**config.mk**
```make
export PLATFORM = sky130hd
export DESIGN_NAME = uop_issue_arbiter
export DESIGN_NICKNAME = d
export VERILOG_FILES = /design/src/rtl/uop_issue_arbiter.sv
export SDC_FILE = /design/constraint.sdc
export NUM_CORES = 1
export LEC_CHECK = 0
export BUFFER_PORTS_ARGS = -buffer_cell sky130_fd_sc_hd__buf_2
export CAP_MARGIN = 20
export CORE_MARGIN = 1.5
export CORE_UTILIZATION = 33
export DETAILED_ROUTE_END_ITERATION = 6
export GPL_TIMING_DRIVEN = 0
export PLACE_DENSITY_LB_ADDON = 0.12
export SYNTH_ARGS = -nofsm -noshare
export SYNTH_HDL_FRONTEND = slang
export SYNTH_SLANG_ARGS = --single-unit
```
**constraint.sdc**
```tcl
create_clock -name clk -period 3.1 [get_ports clk]
set_input_delay 0.31 -clock clk [delete_from_list [all_inputs] [get_ports clk]]
set_output_delay 0.31 -clock clk [all_outputs]
set_load 0.02 [all_outputs]
```
**src/rtl/uop_issue_arbiter.sv**
```systemverilog
// Round-robin issue arbiter in front of a shared fixed-latency uop_block. Tracks in-flight
// requester IDs and queues results in a credit-protected response FIFO.
module uop_issue_arbiter #(
    parameter int unsigned N_REQ      = 4,
    parameter int unsigned W          = 32,
    parameter int unsigned LAT        = 1,
    parameter int unsigned FIFO_DEPTH = 4
) (
    input  logic                          clk,
    input  logic                          rst_n,
    input  logic [N_REQ-1:0]              req_valid,
    output logic [N_REQ-1:0]              req_ready,
    input  logic [N_REQ*W-1:0]            req_src,
    input  logic [N_REQ*$clog2(W)-1:0]    req_shamt,
    output logic [W-1:0]                  blk_src,
    output logic [$clog2(W)-1:0]          blk_shamt,
    input  logic [W-1:0]                  blk_dst,
    output logic                          rsp_valid,
    input  logic                          rsp_ready,
    output logic [W-1:0]                  rsp_data,
    output logic [$clog2(N_REQ)-1:0]      rsp_id,
    output logic                          idle
);

    localparam int unsigned SW = $clog2(W);
    localparam int unsigned IW = $clog2(N_REQ);
    localparam int unsigned PW = (FIFO_DEPTH > 1) ? $clog2(FIFO_DEPTH) : 1;
    localparam int unsigned CW = $clog2(FIFO_DEPTH + 1);
    localparam int unsigned FW = $clog2(FIFO_DEPTH + LAT + 2);

    logic [IW-1:0]         last_q;
    logic [IW-1:0]         win;
    logic [IW-1:0]         cand;
    logic                  grant;
    logic                  issue_ok;
    logic                  hs;
    logic [W-1:0]          sel_src;
    logic [SW-1:0]         sel_shamt;
    logic [W-1:0]          src_q;
    logic [SW-1:0]         shamt_q;
    logic [LAT:0]          vld_q;
    logic [LAT:0][IW-1:0]  id_q;
    logic [FW-1:0]         inflight;
    logic [FW-1:0]         used;
    logic                  cap;
    logic                  pop;
    logic [W-1:0]          fdata_q [FIFO_DEPTH];
    logic [IW-1:0]         fid_q   [FIFO_DEPTH];
    logic [PW-1:0]         head_q;
    logic [PW-1:0]         tail_q;
    logic [CW-1:0]         count_q;

    function automatic logic [PW-1:0] ptr_inc(input logic [PW-1:0] p);
        return (p == PW'(FIFO_DEPTH - 1)) ? '0 : p + 1'b1;
    endfunction

    always_comb begin
        inflight = '0;
        for (int i = 0; i <= int'(LAT); i++) begin
            inflight = inflight + FW'(vld_q[i]);
        end
    end

    // A pop this cycle frees its slot only once count_q has dropped, i.e. next cycle.
    assign used     = FW'(count_q) + inflight;
    assign issue_ok = rst_n && (used < FW'(FIFO_DEPTH));

    always_comb begin
        grant = 1'b0;
        win   = '0;
        cand  = '0;
        for (int k = 1; k <= int'(N_REQ); k++) begin
            cand = IW'((int'(last_q) + k) % int'(N_REQ));
            if (!grant && req_valid[cand]) begin
                grant = 1'b1;
                win   = cand;
            end
        end
    end

    always_comb begin
        req_ready = '0;
        if (issue_ok && grant) begin
            req_ready[win] = 1'b1;
        end
    end

    assign hs = issue_ok && grant;

    always_comb begin
        sel_src   = '0;
        sel_shamt = '0;
        for (int i = 0; i < int'(N_REQ); i++) begin
            if (win == IW'(i)) begin
                sel_src   = req_src[i*W +: W];
                sel_shamt = req_shamt[i*SW +: SW];
            end
        end
    end

    always_ff @(posedge clk or negedge rst_n) begin
        if (!rst_n) begin
            last_q  <= IW'(N_REQ - 1);
            src_q   <= '0;
            shamt_q <= '0;
            vld_q   <= '0;
            id_q    <= '0;
        end else begin
            if (hs) begin
                last_q  <= win;
                src_q   <= sel_src;
                shamt_q <= sel_shamt;
            end
            vld_q[0] <= hs;
            id_q[0]  <= win;
            for (int i = 1; i <= int'(LAT); i++) begin
                vld_q[i] <= vld_q[i-1];
                id_q[i]  <= id_q[i-1];
            end
        end
    end

    assign blk_src   = src_q;
    assign blk_shamt = shamt_q;

    assign cap       = vld_q[LAT];
    assign rsp_valid = (count_q != '0);
    assign pop       = rsp_valid && rsp_ready;

    always_ff @(posedge clk or negedge rst_n) begin
        if (!rst_n) begin
            head_q  <= '0;
            tail_q  <= '0;
            count_q <= '0;
        end else begin
            if (cap) begin
                tail_q <= ptr_inc(tail_q);
            end
            if (pop) begin
                head_q <= ptr_inc(head_q);
            end
            if (cap && !pop) begin
                count_q <= count_q + 1'b1;
            end else if (!cap && pop) begin
                count_q <= count_q - 1'b1;
            end
        end
    end

    // Storage needs no reset; the outputs are masked while the FIFO is empty.
    always_ff @(posedge clk) begin
        if (cap) begin
            fdata_q[tail_q] <= blk_dst;
            fid_q[tail_q]   <= id_q[LAT];
        end
    end

    assign rsp_data = rsp_valid ? fdata_q[head_q] : '0;
    assign rsp_id   = rsp_valid ? fid_q[head_q] : '0;
    assign idle     = (inflight == '0) && (count_q == '0);

    assert property (@(posedge clk) disable iff (!rst_n)
        !(cap && (count_q == CW'(FIFO_DEPTH))));

endmodule
```
==> flow_metrics.env <==
export IMPL_synth_seq_cells=188
export IMPL_synthTopCellsByCount="edfxtp_1, mux2i_1, dfrtp_1, nand2_1, and2_1"
export IMPL_hold_class="in -> reg"
export IMPL_use_met2_pct=30.9
export IMPL_skew_ps=17.9
export IMPL_cp_top_family="adder cells"
export IMPL_synth_avg_cell_area_um2=16.1
export IMPL_htree_levels=4
export IMPL_synth_edf_count=136
export IMPL_synth_adder_area_share_pct=1.60
export IMPL_path_class="reg -> out"
export IMPL_crit_slowest_cell="dfrtp_1"
export IMPL_synthSimpleGateAreaFrac_pct=6.70
export IMPL_grt_max_degree=32
export IMPL_period_minus_slack_ps=2900
export IMPL_setup_worst_path_start_class="flop"
export IMPL_end_kind="primary output"
export IMPL_core_area_mm2=0.0245
export IMPL_drt_first_pass_iters=6
export IMPL_area_delta_synth_final_pct=30.2
export IMPL_dp_hpwl_mm=15.9
export IMPL_synthMostInstantiatedCell="edfxtp_1"
export IMPL_async_reset_ff_share_pct=27.7
export IMPL_yosys_warnings=0
export IMPL_path_buf_inv=3
export IMPL_crit_arrival_ps=2590
export IMPL_drive_gt1_share_pct=46.2
export IMPL_clk_latency_ps=430
export IMPL_max_freq_mhz=345
export IMPL_syn_num_nets=713
export IMPL_required_ps=2790
export IMPL_ys_flop_type="edfxtp_1"
export IMPL_slowest_delay_ps=410
export IMPL_clockBufferDepth=2
export IMPL_num_rows=57
export IMPL_nFillCells=2264
export IMPL_busiest_layer="met2"
export IMPL_slew_headroom_pct=49.6
export IMPL_slew_violations=0
export IMPL_crit_top_cell="ha_1"
export IMPL_cts_buffers_inserted=17
export IMPL_power_density_mw_per_mm2=962
export IMPL_whs_ps=97.7
export IMPL_synthTopCellsByArea="edfxtp_1, dfrtp_1, mux4_2"
export IMPL_cts_sinks=188
export IMPL_initial_core_util_pct=33.9
export IMPL_wl_mm=21.6
export IMPL_gp_congestion=0.860
export IMPL_ys_types=37
export IMPL_syn_cell_area_mm2=0.00829
export IMPL_synth_top_area_cell="edfxtp_1"
export IMPL_ir_worst_vdd_mv=0.319
export IMPL_cp_cell_sequence="ha_1 > ha_1 > a31oi_2 > xor2_1 > nand3_2 > inv_4 > nand2_2 > buf_6 > nor2_1 > buf_4"
export IMPL_synth_xor_area_share_pct=0.528
export IMPL_die_w_um=162
export IMPL_antenna_found_initial=0
export IMPL_wl_per_cell_um=18.8
export IMPL_synth_area_mux_share_pct=18.3
export IMPL_p_leak_nw=4.50
export IMPL_ant_nets=0
export IMPL_drtIter0Drc=186
export IMPL_via_count=5523
export IMPL_hold_viol=0
export IMPL_gr_usage_met1_pct=19.4
export IMPL_grt_pass1_vias=6007
export IMPL_synth_compound_area_share_pct=5.16
export IMPL_synth_top_family_by_area="multiplexers"
export IMPL_outcome="finished, final reports clean"
export IMPL_critPathMaxFanout=10
export IMPL_yosysTopAreaCellShare_pct=49.2
export IMPL_drc=0
export IMPL_grt_overflow=0
export IMPL_pin_count=264
export IMPL_track_usage_pct=16.8
export IMPL_grt_pass1_wl_mm=33.2
export IMPL_finalSetupViolCount=0
export IMPL_drv_cap=0
export IMPL_die_h_um=162
export IMPL_cts_tree="built"
export IMPL_die_area_mm2=0.0261
export IMPL_worst_slew_pin_slew_ps=755
export IMPL_insertedDiodeCount=0
export IMPL_grt_use_met3_pct=3.75
export IMPL_clk_pin_slew_ps=80
export IMPL_rsz0062_at_grt="no"
export IMPL_seq_area_frac_synth_pct=65.0
export IMPL_finalCritPeriodShare_pct=93.4
export IMPL_clock_root_buffer="clkbuf_16"
export IMPL_nets=1005
export IMPL_detail_route_vias_per_cell=4.82
export IMPL_io_buffers=263
export IMPL_setup_tns_ps=0
export IMPL_synth_cells=516
==> timing repair <==
item | in CTS | in global routing
setup buffers | 2 | 2
hold endpoints to repair | 20 | 0
hold buffers | 1 | 0
pin swaps | 2 | 2
gates resized for setup | 5 | 6
setup endpoints to repair | 4 | 3
==> final timing paths <==
kind	startpoint	to	slack, ps	depth (start not counted)
setup / recovery	vld_q[0]$_DFF_PN0_	req_ready[0]	200	10
hold / removal	blk_dst[11]	fdata_q[1][11]$_DFFE_PP_	100	1
setup reg to reg	count_q[2]$_DFFE_PN0P_	count_q[2]$_DFFE_PN0P_	650	9
hold reg to reg	id_q[1]$_DFF_PN0_	id_q[3]$_DFF_PN0_	360	0
max in group asynchronous	rst_n	vld_q[1]$_DFF_PN0_	2060	3
min in group asynchronous	rst_n	blk_src[0]$_DFFE_PN0P_	410	2
==> cell usage in the layout (no fill, tap or decap), drive strengths merged, types with 3 or more instances in the layout <==
cell      n
buf     292
edfxtp  136
mux2i    64
dfrtp    50
nand2    42
and2     39
mux4     34
clkbuf   30
o221ai   29
inv      16
mux2     10
nor2      9
ha        9
a31oi     9
nand2b    7
nand3     6
clkinv    5
xor2      4
a32oi     3
o21ai     3
==> layer usage <==
| metal | share of wire (%) | up-vias |
|---|---|---|
| met1 | 40 | 2716 |
| met5 | 0 | - |
| met2 | 54 | 206 |
| li1 | - | 2576 |
| met4 | 1.6 | 0 |
| met3 | 5.0 | 25 |
==> layout make-up <==
type	count	area [µm²]	area share, %
sequential	188	5390	49.9
buffer	32	198	1.83
multi-input combinational	286	2700	25.0
clock inverter	14	174	1.61
timing repair buffer	273	1460	13.5
inverter	10	40.0	0.371
clock buffer	18	429	3.98
tap	324	405	3.76
==> stage by stage <==
stage / instance area, µm² / setup WS (ps) / utilization [%] / power [mW] / instances
finish: 10800 / 204 / 44.1 / 10.4 / 1145
detailed placement: 10100 / 46.3 / 41.4 / 8.27 / 1108
global route: 10800 / 3.66 / 44.1 / 11.0 / 1145
CTS: 10800 / 40.6 / 44.0 / 10.5 / 1143
floorplan: 8290 / 661 / - / 6.70 / 516
global placement: 10000 / -297 / 40.9 / 8.13 / 1103
==> registers in the layout (all words and copies together), names as in the netlist <==
register   flops
fdata_q      128
blk_src       32
fid_q          8
blk_shamt      5
id_q           4
count_q        3
head_q         2
last_q         2
tail_q         2
vld_q          2
==> logic make-up after synthesis <==
group	after synthesis
and+or+nand+nor	110
buffers and inverters	42
muxes	108
AOI/OAI and AO/OA	53
xor gates and xnor gates	5
DFF	188
adders and majority gates	10
==> power by group <==
part / internal, mW / switching [mW]
Combinational: 1.92 / 2.66
Clock: 1.16 / 1.03
Sequential: 3.35 / 0.266
Total: 6.43 / 3.95
Note: power is estimated with default switching activity, not from simulation.
